<file path="src/rtl/ram_wr.sv">
// rtl/ram_wr.sv - two-stage write pipeline into eight word registers and one output port
//
// Purpose:
//   Accepts one write per cycle. Stage S1 registers the request. Stage S2
//   commits it one edge later into RAM_0..RAM_7 (addresses 8'h00..8'h07) or
//   into IO64_OUT (address 8'h40). Any other address is unmapped: nothing is
//   stored and the sticky WR_ERR flag is set.
//
// Configuration:
//   RAM_WR_COUNT_EN - when defined, WR_CNT counts mapped commits modulo 256.
//                     When undefined, WR_CNT is constant 8'h00.
//
// Ports:
//   CLK_WR          in   clock, rising edge
//   RESET_N         in   asynchronous active-low reset
//   RAM_WEN         in   write request
//   RAM_AD_IN[7:0]  in   write address
//   RAM_IN[15:0]    in   write data
//   ERR_CLR         in   clears WR_ERR; a same-edge unmapped commit still sets it
//   RAM_0..RAM_7    out  registered word storage
//   IO64_OUT[15:0]  out  registered output port at 8'h40
//   IO64_STB        out  one-cycle pulse after each IO64_OUT commit
//   WR_ERR          out  sticky unmapped-write flag
//   WR_CNT[7:0]     out  committed (mapped) write count
module ram_wr (
  input  logic        CLK_WR,
  input  logic        RESET_N,
  input  logic        RAM_WEN,
  input  logic [7:0]  RAM_AD_IN,
  input  logic [15:0] RAM_IN,
  input  logic        ERR_CLR,
  output logic [15:0] RAM_0,
  output logic [15:0] RAM_1,
  output logic [15:0] RAM_2,
  output logic [15:0] RAM_3,
  output logic [15:0] RAM_4,
  output logic [15:0] RAM_5,
  output logic [15:0] RAM_6,
  output logic [15:0] RAM_7,
  output logic [15:0] IO64_OUT,
  output logic        IO64_STB,
  output logic        WR_ERR,
  output logic [7:0]  WR_CNT
);

  localparam logic [7:0] IO64_ADDR = 8'h40;

  // Stage S1
  logic        s1_vld_q, s1_vld_d;
  logic [7:0]  s1_ad_q, s1_ad_d;
  logic [15:0] s1_data_q, s1_data_d;

  // Stage S2 (architectural state)
  logic [7:0][15:0] ram_q, ram_d;
  logic [15:0]      io64_q, io64_d;
  logic             stb_q, stb_d;
  logic             err_q, err_d;

  logic             commit_ram;
  logic             commit_io;

  always_comb begin
    commit_ram = s1_vld_q && (s1_ad_q[7:3] == 5'b00000);
    commit_io  = s1_vld_q && (s1_ad_q == IO64_ADDR);
  end

  always_comb begin
    s1_vld_d  = RAM_WEN;
    // Address/data only load on a request so idle cycles do not toggle them.
    s1_ad_d   = RAM_WEN ? RAM_AD_IN : s1_ad_q;
    s1_data_d = RAM_WEN ? RAM_IN    : s1_data_q;

    ram_d  = ram_q;
    io64_d = io64_q;
    stb_d  = 1'b0;
    err_d  = err_q & ~ERR_CLR;

    if (commit_ram) begin
      ram_d[s1_ad_q[2:0]] = s1_data_q;
    end else if (commit_io) begin
      io64_d = s1_data_q;
      stb_d  = 1'b1;
    end else if (s1_vld_q) begin
      // Unmapped commit: set has priority over a same-edge clear.
      err_d = 1'b1;
    end
  end

  always_ff @(posedge CLK_WR or negedge RESET_N) begin
    if (!RESET_N) begin
      s1_vld_q  <= 1'b0;
      s1_ad_q   <= 8'h00;
      s1_data_q <= 16'h0000;
      ram_q     <= '0;
      io64_q    <= 16'h0000;
      stb_q     <= 1'b0;
      err_q     <= 1'b0;
    end else begin
      s1_vld_q  <= s1_vld_d;
      s1_ad_q   <= s1_ad_d;
      s1_data_q <= s1_data_d;
      ram_q     <= ram_d;
      io64_q    <= io64_d;
      stb_q     <= stb_d;
      err_q     <= err_d;
    end
  end

`ifdef RAM_WR_COUNT_EN
  logic [7:0] cnt_q, cnt_d;

  always_comb begin
    cnt_d = cnt_q;
    if (commit_ram || commit_io) begin
      cnt_d = cnt_q + 8'h01;
    end
  end

  always_ff @(posedge CLK_WR or negedge RESET_N) begin
    if (!RESET_N) begin
      cnt_q <= 8'h00;
    end else begin
      cnt_q <= cnt_d;
    end
  end

  assign WR_CNT = cnt_q;
`else
  assign WR_CNT = 8'h00;
`endif

  assign RAM_0    = ram_q[0];
  assign RAM_1    = ram_q[1];
  assign RAM_2    = ram_q[2];
  assign RAM_3    = ram_q[3];
  assign RAM_4    = ram_q[4];
  assign RAM_5    = ram_q[5];
  assign RAM_6    = ram_q[6];
  assign RAM_7    = ram_q[7];
  assign IO64_OUT = io64_q;
  assign IO64_STB = stb_q;
  assign WR_ERR   = err_q;

endmodule

</file>
<file path="config.mk">
export PLATFORM = sky130hd
export DESIGN_NAME = ram_wr
export DESIGN_NICKNAME = d
export VERILOG_FILES = /design/src/rtl/ram_wr.sv
export SDC_FILE = /design/constraint.sdc
export NUM_CORES = 1
export LEC_CHECK = 0
export BUFFER_PORTS_ARGS = -buffer_cell sky130_fd_sc_hd__buf_2
export CELL_PAD_IN_SITES_DETAIL_PLACEMENT = 1
export CELL_PAD_IN_SITES_GLOBAL_PLACEMENT = 1
export CORE_MARGIN = 2
export CORE_UTILIZATION = 32
export CTS_CLUSTER_SIZE = 30
export DETAILED_ROUTE_END_ITERATION = 8
export PLACE_DENSITY = 0.66
export SLEW_MARGIN = 20
export SYNTH_ARGS = -nofsm -noshare
export SYNTH_HDL_FRONTEND = slang
export SYNTH_SLANG_ARGS = --single-unit
</file>
<file path="constraint.sdc">
create_clock -name CLK_WR -period 4.65 [get_ports CLK_WR]
set_input_delay 0.6975 -clock CLK_WR [delete_from_list [all_inputs] [get_ports CLK_WR]]
set_output_delay 0.6975 -clock CLK_WR [all_outputs]
set_load 0.05 [all_outputs]
</file>
* Word-level counts from Yosys, hierarchy flattened
Index checks and enable logic that the tools add are counted.
** Operators by class
- Reductions and logical operators :: 5
- Equal/unequal tests :: 1
- $lt $le $gt $ge :: 2
- Muxes and demuxes :: 8
- Bitwise gates (word level) :: 3
** Operators by type and width (number)
- $bwmux W128 :: 1
- $demux W16 S3 :: 1
- $mux W16 :: 1
- $eq A8 B7 Y1 const B :: 1
- $logic_not A5 Y1 :: 1
- $mux W1 :: 5
- $lt A3 B4 Y1 const B :: 1
- $ge A3 B1 Y1 const B :: 1
- $logic_and A1 B1 Y1 :: 3
- $not A1 Y1 :: 2
- $reduce_and A2 Y1 :: 1
- $and A1 B1 Y1 :: 1
** Storage, ports and cells
- Input bits :: 28
- Output and inout port bits :: 154
- Flip-flop bits (word level) :: 171
- Word-level logic and storage cells :: 33

* Depth between registers and ports, before layout
- Depth in word-level cells :: 5
- Depth in mapped cells :: 5
- Depth with buffers taken out :: 3

* Worst setup path before layout
Ideal clock, no wire load.
- Kind :: register to register
- Start :: reg s1_ad_q[5]
- End :: reg ram_q (netlist bit RAM_6[10])
- Cell stages (with the launch flop) :: 6
- Library setup time :: 125 ps
- Clock period less this slack :: 2140 ps
- Setup slack :: 2510 ps
- Data arrival time :: 2015 ps
- Cells stage by stage :: dfrtp_1 -> or4_4 -> buf_6 -> nor4b_4 -> buf_8 -> mux2_4
** Between the ends
- Longest elaborated chain between the ends :: 2
** Ends and longest elaborated chain
- start, declared :: RTL line 50 : logic [7:0] s1_ad_q, s1_ad_d;
- start signal, assigned :: RTL line 92 : s1_ad_q <= 8'h00;
- start signal, assigned :: RTL line 100 : s1_ad_q <= s1_ad_d;
- $logic_not A5 Y1 :: RTL line 63 : commit_ram = s1_vld_q && (s1_ad_q[7:3] == 5'b00000);
- $logic_and A1 B1 Y1 :: RTL line 63
- end signal, assigned :: RTL line 102 : ram_q <= ram_d;
- end, declared :: RTL line 54 : logic [7:0][15:0] ram_q, ram_d;
Every way passes these cells.
A chain may end at the register's enable or synchronous reset.

* Final worst setup path
- Start :: reg s1_ad_q[5]
- End :: reg ram_q (netlist bit RAM_1[4])
Same word-level chain as after synthesis.

==> run_results.csv <==
group,metric,value,unit
timing,hold_viol_final,0,
setup_path,worst-path-buf-inv,0,
setup_path,critPathMaxFanout,16,
timing,final.setup.tns,0,ns
route,dr.pass1.iters,4,
floorplan,rows,52,
route,postRouteAntennaNets,0,
global_route,track_usage,16.1,%
global_route,gr-total-overflow,0,
route,routed_via_density,4.63,
job,drv_cap,0,
floorplan,fp.coreArea,20400,sq um
floorplan,die-area,22000,sq um
setup_path,path_cells,"nor4_2 -> nand4b_2 -> mux2_2",
clock_tree,h-tree-depth,4,
hold_path,hold_path_class,"input port to asynchronous set/reset pin",
synthesis,ys_types,27,
timing,period_minus_slack,2.52,ns
place,hpwl,11.9,mm
route,drc,0,
clock_tree,cts_resized,0,
timing,fin_skew,0.00904,ns
clock_tree,numClockSinks,171,
pwr,finalPower,0.00391,W
setup_path,cp_num_cells,3,
timing,setup_violations,0,
synthesis,netlist_top_cells_count,"dfrtp_1 (171), mux2_2 (157), buf_1 (13), mux2_4 (10), buf_4 (9)",
synthesis,netlist.area_leader.share,64.2,%
clock_tree,cts_buffers,17,
final_layout,fin_nets,595,
clock_tree,insertion_delay,0.42,ns
final_layout,post-route-util,40.6,%
floorplan,fp.dieH,148,microns
pwr,leakagePower,4.57,nW
final_layout,num-fill-cells,2125,
timing,slew_viol_final,0,
global_route,grt_max_degree,100,
synthesis,avgSynthCellArea,16.6,sq um
setup_path,critPathLaunchType,"flop",
route,wire_per_inst,20.1,microns
clock_tree,clockBufferDepth,2,
synthesis,synth_ff_type,"dfrtp_1",
clock_tree,cts_tree,"yes",
clock_tree,postCtsSetupBuffers,0,
pwr,power_density,473,nW/um^2
clock_tree,cts_root_buf,"clkbuf_16",
global_route,grt_pass1_vias,4391,
global_route,antenna_found_initial,2,
setup_path,cp-end-kind,"flop",
route,drt_iter0_markers,111,
place,place.gp.congestion,0.747,
final_layout,multi_input_area,2180,sq um
setup_path,crit_path_max_incr_delay,0.73,ns
synthesis,synth_area_leader_cell,"dfrtp_1",
setup_path,rr_worst_depth,3,
timing,min_period_over_period,54.1,%
final_layout,regArea,4280,sq um
final_layout,syn_to_final_growth,24.2,%
place,io_buffers,173,
setup_path,timing.critical_path.slowest_stage_cell,"nor4_2",
synthesis,synth.top_cells.by_area,"dfrtp_1 (64%), mux2_2 (27%), mux2_4 (2.3%)",
synthesis,netlist_instances,402,
timing,rsz0062_at_grt,"false",
global_route,grt_pass1_wl,26.5,mm
timing,fmax,397,MHz
synthesis,post-synth-top-count-cell,"dfrtp_1",
floorplan,io-pin-count,182,
synthesis,synth_edf_count,0,
clock_tree,cts.clk_slew.worst_paths,0.07,ns
setup_path,required,4.96,ns
timing,fin_hold_ws,0.386,ns
setup_path,crit_arrival,2.82,ns
timing,slew_headroom,39.3,%
pwr,peakVddDrop,0.000236,V
route,wl,17.1,mm
synthesis,syn_area,6660,sq um
setup_path,path_class,"flop to flop",
synthesis,async_flop_share,100,%
floorplan,initial_utilization,32.7,%
status,outcome,"finished, final reports clean",
setup_path,cp_top_family,"simple AND/OR/NAND/NOR gates",
synthesis,yosys_warnings,0,
final_layout,layout-drive-gt1-share,66.9,%
floorplan,die_x,148,microns
timing,tightest_slew,0.907,ns
synthesis,ys_ff_latch,171,
clock_tree,hold_buffers,0,
synthesis,yosysSeqAreaShare,64.2,%
route,vias,3939,
==> power breakdown <==
group | switching (W) | internal, W
registers | 0.000129 | 0.00163
logic | 0.000593 | 0.000208
clock network | 0.000647 | 0.000710
==> path summary, 6_finish.rpt <==
| path | start | end | slack [ns] |
|---|---|---|---|
| max | s1_ad_q[5] | RAM_1[4] | 2.13 |
| min | RESET_N | RAM_4[13] | 0.39 |
| max reg2reg | s1_ad_q[5] | RAM_1[4] | 2.13 |
| min reg2reg | RAM_5[5] | RAM_5[5] | 0.50 |
| max in group asynchronous | RESET_N | RAM_7[3] | 3.24 |
| min in group CLK_WR | RAM_AD_IN[1] | s1_ad_q[1] | 0.50 |
==> through the flow <==
stage          cell area, sq um  std cells  setup WS (ns)
6_report                   8280        851           2.13
5_1_grt                    8280        850           1.98
4_1_cts                    8280        850           2.12
3_5_place_dp               7720        818           2.14
3_3_place_gp               7720        818           2.23
2_1_floorplan              6690        409           2.51
==> routing by layer <==
layer | share of wire [%] | vias to the layer above | global-route usage, %
met5 | 0 | - | 0
met4 | 0.85 | 0 | 4.00
met3 | 7.8 | 14 | 6.13
met2 | 48 | 136 | 26.2
met1 | 43 | 2065 | 20.4
li1 | - | 1724 | -
==> kinds of logic (layout without fill, tap and decap cells) <==
| group | Yosys count | after routing | share of synthesized area (%) |
|---|---|---|---|
| other | 1 | 9 | 0.0563 |
| flip-flops | 171 | 171 | 64.2 |
| buffers and inverters | 42 | 213 | 3.47 |
| AND/OR/NAND/NOR | 18 | 18 | 3.19 |
| AO/OA/AOI/OAI | 3 | 3 | 0.282 |
| multiplexers | 167 | 167 | 28.8 |
==> layout make-up <==
class                      instances  area share, %
sequential                       171           51.7
tap                              270           4.08
multi-input combinational        196           26.3
inverter                           3          0.136
clock buffer                      18           5.18
timing repair buffer             178           11.0
clock inverter                    14           1.56
antenna                            1         0.0302
==> layout by cell type (no fill, tap or decap), types with 2 or more instances in the layout <==
cell type / netlist / final
inv_1: 3 / 3
conb_1: 1 / 8
dfrtp_1: 171 / 171
clkinv_4: 0 / 4
o21ai_0: 2 / 2
inv_6: 0 / 5
inv_8: 0 / 4
mux2_4: 10 / 10
buf_2: 5 / 172
clkbuf_16: 0 / 17
mux2_2: 157 / 157
nand4_2: 3 / 3
nand2_1: 2 / 2
nor4_4: 2 / 2
buf_4: 9 / 5
Power figures use the tool's default switching activity.
